File: config.mk
export PLATFORM = sky130hd
export DESIGN_NAME = ps2_key_sequencer
export DESIGN_NICKNAME = d
export VERILOG_FILES = /design/src/rtl/ps2_pkg.sv /design/src/rtl/ps2_event_fifo.sv /design/src/rtl/ps2_key_sequencer.sv
export SDC_FILE = /design/constraint.sdc
export NUM_CORES = 1
export LEC_CHECK = 0
export ABC_CLOCK_PERIOD_IN_PS = 2300
export BUFFER_PORTS_ARGS = -buffer_cell sky130_fd_sc_hd__buf_2
export CORE_MARGIN = 2
export CORE_UTILIZATION = 50
export CTS_CLUSTER_DIAMETER = 40
export DETAILED_ROUTE_END_ITERATION = 7
export PLACE_DENSITY = 0.75
export SYNTH_ARGS = -nofsm -noshare
export SYNTH_HDL_FRONTEND = slang
export SYNTH_SLANG_ARGS = --single-unit
File: constraint.sdc
create_clock -name clock -period 2.3 [get_ports clock]
set_clock_uncertainty 0.05 [all_clocks]
set_input_delay 0.46 -clock clock [delete_from_list [all_inputs] [get_ports clock]]
set_output_delay 0.46 -clock clock [all_outputs]
set_load 0.05 [all_outputs]
File: src/rtl/ps2_pkg.sv
// ps2_pkg: shared decoder states, PS/2 prefix/error bytes and the key event record
package ps2_pkg;
    typedef enum logic [1:0] {IDLE, GOT_E0, GOT_F0, GOT_E0_F0} ps2_state_t;
    localparam logic [7:0] PS2_EXTENDED = 8'hE0;
    localparam logic [7:0] PS2_BREAK    = 8'hF0;
    localparam logic [7:0] PS2_ERR0     = 8'h00;
    localparam logic [7:0] PS2_ERR1     = 8'hFF;
    typedef struct packed {
        logic       extended;
        logic       is_release;
        logic [7:0] code;
    } ps2_event_t;
endpackage

File: src/rtl/ps2_event_fifo.sv
// ps2_event_fifo: small key-event FIFO; a full FIFO still accepts a push when popped in the same cycle
module ps2_event_fifo
    import ps2_pkg::*;
#(
    parameter int FIFO_DEPTH = 4
) (
    input  logic       clock,
    input  logic       reset,
    input  logic       push,
    input  ps2_event_t push_data,
    input  logic       pop,
    output ps2_event_t head_data,
    output logic       empty,
    output logic       full
);
    localparam int AW = $clog2(FIFO_DEPTH);
    logic [AW:0] wr_ptr, rd_ptr;
    ps2_event_t  mem [FIFO_DEPTH];
    logic        do_pop, do_push;
    assign empty     = wr_ptr == rd_ptr;
    assign full      = (wr_ptr[AW] != rd_ptr[AW]) && (wr_ptr[AW-1:0] == rd_ptr[AW-1:0]);
    assign do_pop    = pop & ~empty;
    assign do_push   = push & (~full | do_pop);
    assign head_data = empty ? '0 : mem[rd_ptr[AW-1:0]];
    always_ff @(posedge clock) begin
        if (reset) begin
            wr_ptr <= '0;
            rd_ptr <= '0;
        end else begin
            if (do_push) wr_ptr <= wr_ptr + 1'b1;
            if (do_pop) rd_ptr <= rd_ptr + 1'b1;
        end
    end
    always_ff @(posedge clock) begin
        if (do_push) mem[wr_ptr[AW-1:0]] <= push_data;
    end
endmodule

File: src/rtl/ps2_key_sequencer.sv
// ps2_key_sequencer: turns PS/2 scancode bytes into make/break key events with typematic repeats suppressed
module ps2_key_sequencer
    import ps2_pkg::*;
#(
    parameter int FIFO_DEPTH     = 4,
    parameter int PREFIX_TIMEOUT = 1_000_000
) (
    input  logic       clock,
    input  logic       reset,
    input  logic [7:0] scancode_in,
    input  logic       scancode_valid,
    output logic [7:0] event_code,
    output logic       event_release,
    output logic       event_extended,
    output logic       event_valid,
    input  logic       event_ready,
    output logic       overflow
);
    localparam int CW = $clog2(PREFIX_TIMEOUT + 1);
    ps2_state_t  state;
    logic        held_valid, held_ext;
    logic [7:0]  held_code;
    logic [CW-1:0] cnt;
    logic        is_err, is_e0, is_f0, is_data, cand_ext, cand_rel, match, push, empty, full;
    ps2_event_t  cand, head;
    assign is_err   = (scancode_in == PS2_ERR0) || (scancode_in == PS2_ERR1);
    assign is_e0    = scancode_in == PS2_EXTENDED;
    assign is_f0    = scancode_in == PS2_BREAK;
    assign is_data  = ~is_err & ~is_e0 & ~is_f0;
    assign cand_ext = (state == GOT_E0) || (state == GOT_E0_F0);
    assign cand_rel = (state == GOT_F0) || (state == GOT_E0_F0);
    assign match    = held_valid && (held_ext == cand_ext) && (held_code == scancode_in);
    assign cand     = {cand_ext, cand_rel, scancode_in};
    // a make of the key already held is a typematic repeat and produces nothing
    assign push     = scancode_valid & is_data & (cand_rel | ~match);
    ps2_event_fifo #(.FIFO_DEPTH(FIFO_DEPTH)) u_fifo (
        .clock     (clock),
        .reset     (reset),
        .push      (push),
        .push_data (cand),
        .pop       (event_ready),
        .head_data (head),
        .empty     (empty),
        .full      (full)
    );
    assign event_valid    = ~empty;
    assign event_code     = head.code;
    assign event_release  = head.is_release;
    assign event_extended = head.extended;
    always_ff @(posedge clock) begin
        if (reset) begin
            state      <= IDLE;
            held_valid <= 1'b0;
            held_ext   <= 1'b0;
            held_code  <= '0;
            cnt        <= '0;
            overflow   <= 1'b0;
        end else begin
            overflow <= overflow | (push & full & ~event_ready);
            if (scancode_valid) begin
                cnt   <= '0;
                state <= is_err ? IDLE : is_e0 ? GOT_E0 : is_f0 ? (cand_ext ? GOT_E0_F0 : GOT_F0) : IDLE;
                if (is_data & ~cand_rel & ~match) begin
                    held_valid <= 1'b1;
                    held_ext   <= cand_ext;
                    held_code  <= scancode_in;
                end
                if (is_data & cand_rel & match) held_valid <= 1'b0;
            end else if (state == IDLE) begin
                cnt <= '0;
            end else if (cnt == CW'(PREFIX_TIMEOUT - 1)) begin
                state <= IDLE;
                cnt   <= '0;
            end else begin
                cnt <= cnt + 1'b1;
            end
        end
    end
endmodule

==> results_dict.tcl, run 1 <==
set metrics [dict create \
    status "complete, no violations" \
    grt_pass1_wl_um 10400 \
    yosysMostFrequentCell "dfxtp_1" \
    worstReg2RegStart "held_code[7]" \
    rr_worst_depth 5 \
    hold_depth 1 \
    ioPinCount 24 \
    num_rows 30 \
    wirelength_um 6220 \
    rsz0062_at_grt "no" \
    synth_top_family_by_area "simple AND/OR/NAND/NOR gates" \
    gr-total-overflow 0 \
    yosys_warnings 0 \
    min-delay-start "scancode_in[1]" \
    tns_ns 0 \
    crit-reg2reg-capture "u_fifo.mem[3][8]" \
    numCtsBuffers 9 \
    crit_required_ns 1.79 \
    die_w_um 88.7 \
    ant_nets 0 \
    grt_usage 0.178 \
    start_util 0.522 \
    synth_cell_type_count 43 \
    synth-main-ff-cell "dfxtp_1" \
    cts_tree "built" \
    die_h_um 88.7 \
    stdcell_count 421 \
    holdWs_ns 0.339 \
    ys_top_cells_by_area "edfxtp_1, dfxtp_1, mux4_2" \
    critPathKind "reg2out" \
    cp_data_arrival_time_ns 1.73 \
    hpwl_um 4310 \
    end_kind "output port" \
    finish.utilization 0.601 \
    min_path_type "in2reg" \
    clockBufferDepth 2 \
    fin_crit_ns 2.24 \
    cts_sinks 81 \
    antenna_found_initial 0 \
    total_power_mw 3.42 \
    worstPathMaxFanout 10 \
    yosys.area_share.simple 0.187 \
    synth_compound_area_frac 0.0293 \
    cts-root-buf "clkbuf_8" \
    avgSynthCellArea_um2 12.6 \
    path_buf_inv 2 \
    wl_per_cell_um 14.8 \
    diodes 0 \
    period_share 0.975 \
    critPathTopFamily "multiplexers" \
    maxCapViolCount 0 \
    crit_path_start_kind "register" \
    fillers 564 \
    area_growth_pct 15.2 \
    clock_latency_ns 0.35 \
    grt_pass1_vias 2182 \
    worst_path_max_delay_cell "mux4_2" \
    dp_cells 404 \
    synth_edf_count 40 \
    die_area_um2 7860 \
    setup-violations-final 0 \
    gp_congestion 0.743 \
    worst_slew_margin_rel 0.689 \
    synth_adder_area_share 0.0209 \
    ys_seq_area_frac 0.564 \
    synthMuxAreaShare 0.101 \
    syn_nets 303 \
    fin_nets 338 \
    tightest_slew_ns 0.462 \
    drtIter0Drc 91 \
    synth_area_leader_cell "edfxtp_1" \
    ys_async_sr_fraction 0 \
    power.leakage_nw 1.50 \
    hold_end "u_fifo.mem[3][1]" \
    cts_hold_buf 0 \
    synth.top_cell.area_share 0.335 \
    slew_violations 0 \
    ir_drop_v 0.000387 \
    r2r_setup_slack_ns 0.46 \
    post-route-drc-count 0 \
    io_buffers 23 \
    syn-cell-area_um2 3580 \
    layout-drive-gt1-share 0.222 \
    grt_max_degree 22 \
    synth_xor_area_frac 0.0782 \
    power.density_nw_per_um2 829 \
    via_per_inst 5.23 \
    synthCells 285 \
    ys_ff_latch 81 \
    path_cells "buf_12 > mux4_2 > and2_1 > buf_2" \
    slowest_delay_ns 0.50 \
    vias 2200 \
    dr.pass1.iters 4 \
    cts_htree_levels 3 \
    synthTopCellsByCount "dfxtp_1, edfxtp_1, nor2_1" \
    path_clk_slew_ns 0.09 \
    core_area_um2 6870 \
    fmax_mhz 446 \
    hold_viol_final 0 \
]
[what timing repair did]
| item | in CTS | in global routing |
|---|---|---|
| endpoints found under the setup margin | 10 | 9 |
| endpoints found under the hold margin | 0 | 0 |
| gates cloned | 0 | 0 |
| pin swaps | 1 | 0 |
| resized for setup | 1 | 9 |
| buffers inserted | 1 | 0 |
[worst register-to-register path: stages (launching register included)]
cell and delay (ns):
dfxtp_1 0.35, xor2_1 0.24, nor4_4 0.10, buf_4 0.16
a2111oi_4 0.37, buf_4 0.27
[state kept, by name, summed over array words and instances, names as in the netlist, named ones only]
name           flops
held_valid         1
held_ext           1
u_fifo.mem        40
cnt               20
state              2
held_code          8
overflow           1
u_fifo.rd_ptr      3
u_fifo.wr_ptr      3
[routing by layer]
metal  track usage  up-vias  wire (um)
li1              -     1087          -
met1         0.228     1059       2870
met2         0.288       43       2980
met3        0.0382       11        236
met4        0.0840        0        121
met5             0        -          0
[metrics by stage]
stage               area [um^2]  worst slack, ns
finish                     4130           0.0573
global route               4130       0.00000566
CTS                        4110          0.00697
detailed placement         3890            0.133
global placement           3890            0.160
floorplan                  3580           0.0366
[how the worst max path moves through the flow]
| stage | end | slack, ns | cells past startpoint |
|---|---|---|---|
| 6_report | event_code[4] | 0.06 | 4 |
| 2_1_floorplan | event_code[0] | 0.04 | 4 |
| 4_1_cts | event_code[1] | 0.007 | 3 |
| 3_3_place_gp | u_fifo.mem[3][3] | 0.16 | 6 |
| 5_1_grt | event_code[4] | 0.000006 | 4 |
| 3_5_place_dp | u_fifo.mem[2][0] | 0.13 | 7 |
[cell families (layout without fill, tap and decap cells)]
family / count (synthesis) / count (layout)
mux: 23 / 23
compound gates: 11 / 11
fa+ha+maj: 6 / 6
flops: 81 / 81
buf+inv: 18 / 58
simple gates: 114 / 114
xor+xnor: 32 / 32
[power by group]
| group | switching (mW) | internal, mW | leakage (nW) |
|---|---|---|---|
| clock network | 0.558 | 0.524 | 0.100 |
| registers | 0.0408 | 1.57 | 0.710 |
| logic | 0.448 | 0.278 | 0.691 |
[layout by cell type (no fill, tap or decap), types with 2 or more instances in the layout]
master      netlist  final
nor4_4            2      2
nor2_1           33     33
nand2b_1         21     21
and4_1            3      3
buf_12            0      4
nand3_1          10     10
nand4_1           6      6
buf_4             0     10
nor4b_1           2      2
buf_2             3     20
edfxtp_1         40     40
a21oi_1           2      2
nand2_1           6      6
mux4_2           10     10
xor2_1           18     18
inv_8             0      2
inv_1             8      8
mux2i_1          11     11
xnor2_1          14     14
nor4_1            2      2
and2_1           14     14
and3_1            5      5
dfxtp_1          41     40
clkbuf_8          0      9
ha_1              6      6
inv_6             0      2
nor3_1            2      2
clkinvlp_4        0      2
[cell type report]
type	instances	area (um^2)	area share
Sequential cell	81	2020	0.490
Multi-Input combinational cell	186	1490	0.361
Timing Repair Buffer	34	255	0.0618
Clock buffer	9	124	0.0300
Tap cell	96	120	0.0291
Clock inverter	7	85.1	0.0206
Inverter	8	30.0	0.00727
(Power assumes the default switching activity.)
==> inputs of run 2 (changes only) <==
Settings changed: SYNTH_HIERARCHICAL from default to 1.
==> run 2 against run 1 <==
Against the previous run: first-iteration DRC count rose by 79%; worst hold slack improved by 0.0099 ns; synthesized area rose by 1.0%; routed wire length fell by 0.14%; critical path type unchanged.
==> results_dict.tcl, run 2 <==
set metrics [dict create \
    status "complete, no violations" \
    worst_path_max_delay_cell "mux4_2" \
    slowest_delay_ns 0.50 \
    critPathKind "reg2out" \
    synth_cell_type_count 42 \
    clock_latency_ns 0.35 \
    synthTopCellsByCount "dfxtp_1, edfxtp_1, nor2_1" \
    setup_ws_ns 0.0700 \
    num_rows 31 \
    synth_area_leader_cell "edfxtp_1" \
    grt_max_degree 34 \
    fin_crit_ns 2.23 \
    start_util 0.507 \
    maxCapViolCount 0 \
    hold_end "u_fifo/mem[3][0]" \
    layout-drive-gt1-share 0.243 \
    cp_data_arrival_time_ns 1.72 \
    path_clk_slew_ns 0.08 \
    yosys_warnings 6 \
    antenna_found_initial 0 \
    area_growth_pct 15.8 \
    wl_per_cell_um 14.1 \
    cts_htree_levels 3 \
    fin_nets 354 \
    hold_depth 1 \
    synth_edf_count 40 \
    largest_reg_flops 40 \
    numCtsBuffers 9 \
    path_buf_inv 2 \
    synthCells 298 \
    power.leakage_nw 1.52 \
    cts-root-buf "clkbuf_8" \
    power.density_nw_per_um2 801 \
    slew_violations 0 \
    die_w_um 89.1 \
    hold_viol_final 0 \
    fillers 602 \
    fmax_mhz 448 \
    ioPinCount 24 \
    core_area_um2 7140 \
    critPathTopFamily "multiplexers" \
    gr-total-overflow 0 \
    wirelength_um 6210 \
    total_power_mw 3.36 \
    syn-cell-area_um2 3620 \
    min_path_type "in2reg" \
    cts_sinks 81 \
    tightest_slew_ns 0.465 \
    min-delay-start "scancode_in[0]" \
    final_common_cell "edfxtp_1" \
    setup-violations-final 0 \
    via_per_inst 5.14 \
    ys_ff_latch 81 \
    end_kind "output port" \
    ys_top_cells_by_area "edfxtp_1, dfxtp_1, mux4_2" \
    synth.top_cell.area_share 0.332 \
    finish.utilization 0.588 \
    ys_async_sr_fraction 0 \
    ir_drop_v 0.000360 \
    die_h_um 89.1 \
    rr_worst_depth 8 \
    yosysMostFrequentCell "dfxtp_1" \
    period_share 0.970 \
    postCtsSetupBuffers 0 \
    mostFrequentLayoutCells "edfxtp_1, dfxtp_1, nor2_1, buf_2, nand2b_1" \
    avgSynthCellArea_um2 12.2 \
    diodes 0 \
    r2r_setup_slack_ns 0.30 \
    crit_required_ns 1.79 \
    clockBufferDepth 2 \
    regArea_um2 2030 \
    gp_congestion 0.886 \
    grt_pass1_vias 2234 \
    io_buffers 23 \
    grt_usage 0.170 \
    grt_pass1_wl_um 10000 \
    synth-main-ff-cell "dfxtp_1" \
    ys_seq_area_frac 0.558 \
    vias 2261 \
    ant_nets 0 \
    place_ws_ns 0.0304 \
    die_area_um2 7940 \
    path_cells "buf_12 > mux4_2 > nor2b_1 > clkbuf_4" \
    worst_slew_margin_rel 0.690 \
    multi_input_area_um2 1550 \
    cts_tree "built" \
    drtIter0Drc 163 \
    syn_nets 316 \
    dr.pass1.iters 4 \
    worstPathMaxFanout 10 \
    crit-reg2reg-capture "u_fifo/mem[1][8]" \
    crit_path_start_kind "register" \
    hpwl_um 4300 \
    post-route-drc-count 0 \
    worstReg2RegStart "held_code[2]" \
]
run 2: how the worst max path moves through the flow:
stage                startpoint  slack (ns)  depth (start not counted)          endpoint
4_1_cts        u_fifo/wr_ptr[1]       0.006                          5     event_code[0]
5_1_grt                register      -0.008                          4     event_code[4]
3_3_place_gp     scancode_in[2]        0.08                          9  u_fifo/mem[0][1]
2_1_floorplan  u_fifo/wr_ptr[0]        0.14                          4     event_code[0]
3_5_place_dp     scancode_in[2]        0.03                          9  u_fifo/mem[1][2]
6_report               register        0.07                          4     event_code[4]
run 2: what timing repair did:
item,CTS,global route
hold buffers,0,0
endpoints found under the setup margin,11,11
resized for setup,3,8
run 2: layer usage:
metal | routed length [um] | GRT usage
met1 | 2750 | 0.202
met2 | 3050 | 0.285
met3 | 229 | 0.0388
met4 | 178 | 0.0923
met5 | 0 | 0
run 2: logic make-up (layout without fill, tap and decap cells):
| family | Yosys count | after routing | synth area share |
|---|---|---|---|
| XOR/XNOR | 33 | 33 | 0.0798 |
| AND/OR/NAND/NOR | 117 | 117 | 0.181 |
| AO/OA/AOI/OAI | 16 | 16 | 0.0301 |
| adder cells (fa/ha/maj) | 6 | 6 | 0.0207 |
| flip-flops | 81 | 81 | 0.558 |
| buffers and inverters | 20 | 63 | 0.0238 |
| multiplexers | 25 | 25 | 0.106 |
run 2: report_power, final:
part	switching [mW]	total (mW)	leakage, nW	internal [mW]
registers	0.0529	1.64	0.698	1.58
clock network	0.517	0.913	0.0863	0.397
logic	0.506	0.809	0.734	0.303
run 2: through the flow:
step / area (um^2) / TNS (ns) / hold WS, ns / instances
2_1_floorplan: 3630 / 0 / 0.368 / 298
3_3_place_gp: 3980 / 0 / 0.381 / 424
3_5_place_dp: 3980 / 0 / 0.425 / 424
4_1_cts: 4160 / 0 / 0.332 / 440
5_1_grt: 4190 / -0.00845 / 0.345 / 440
6_report: 4190 / 0 / 0.349 / 440
run 2: worst register-to-register path: stages (launching register included):
cell and delay [ns]:
dfxtp_1 0.33, xor2_1 0.16, nor4_1 0.30, nand4_1 0.17
nor2_1 0.17, nor2_1 0.09, o41a_1 0.14, and2_1 0.21
buf_12 0.15
run 2: area by class of cell:
cell class,instances,share of cell area
clock inverters,6,0.0101
inverters,9,0.00805
flip-flops and latches,81,0.483
well taps,99,0.0295
clock buffers,10,0.0304
repair buffers,38,0.0698
multi-input cells,197,0.369
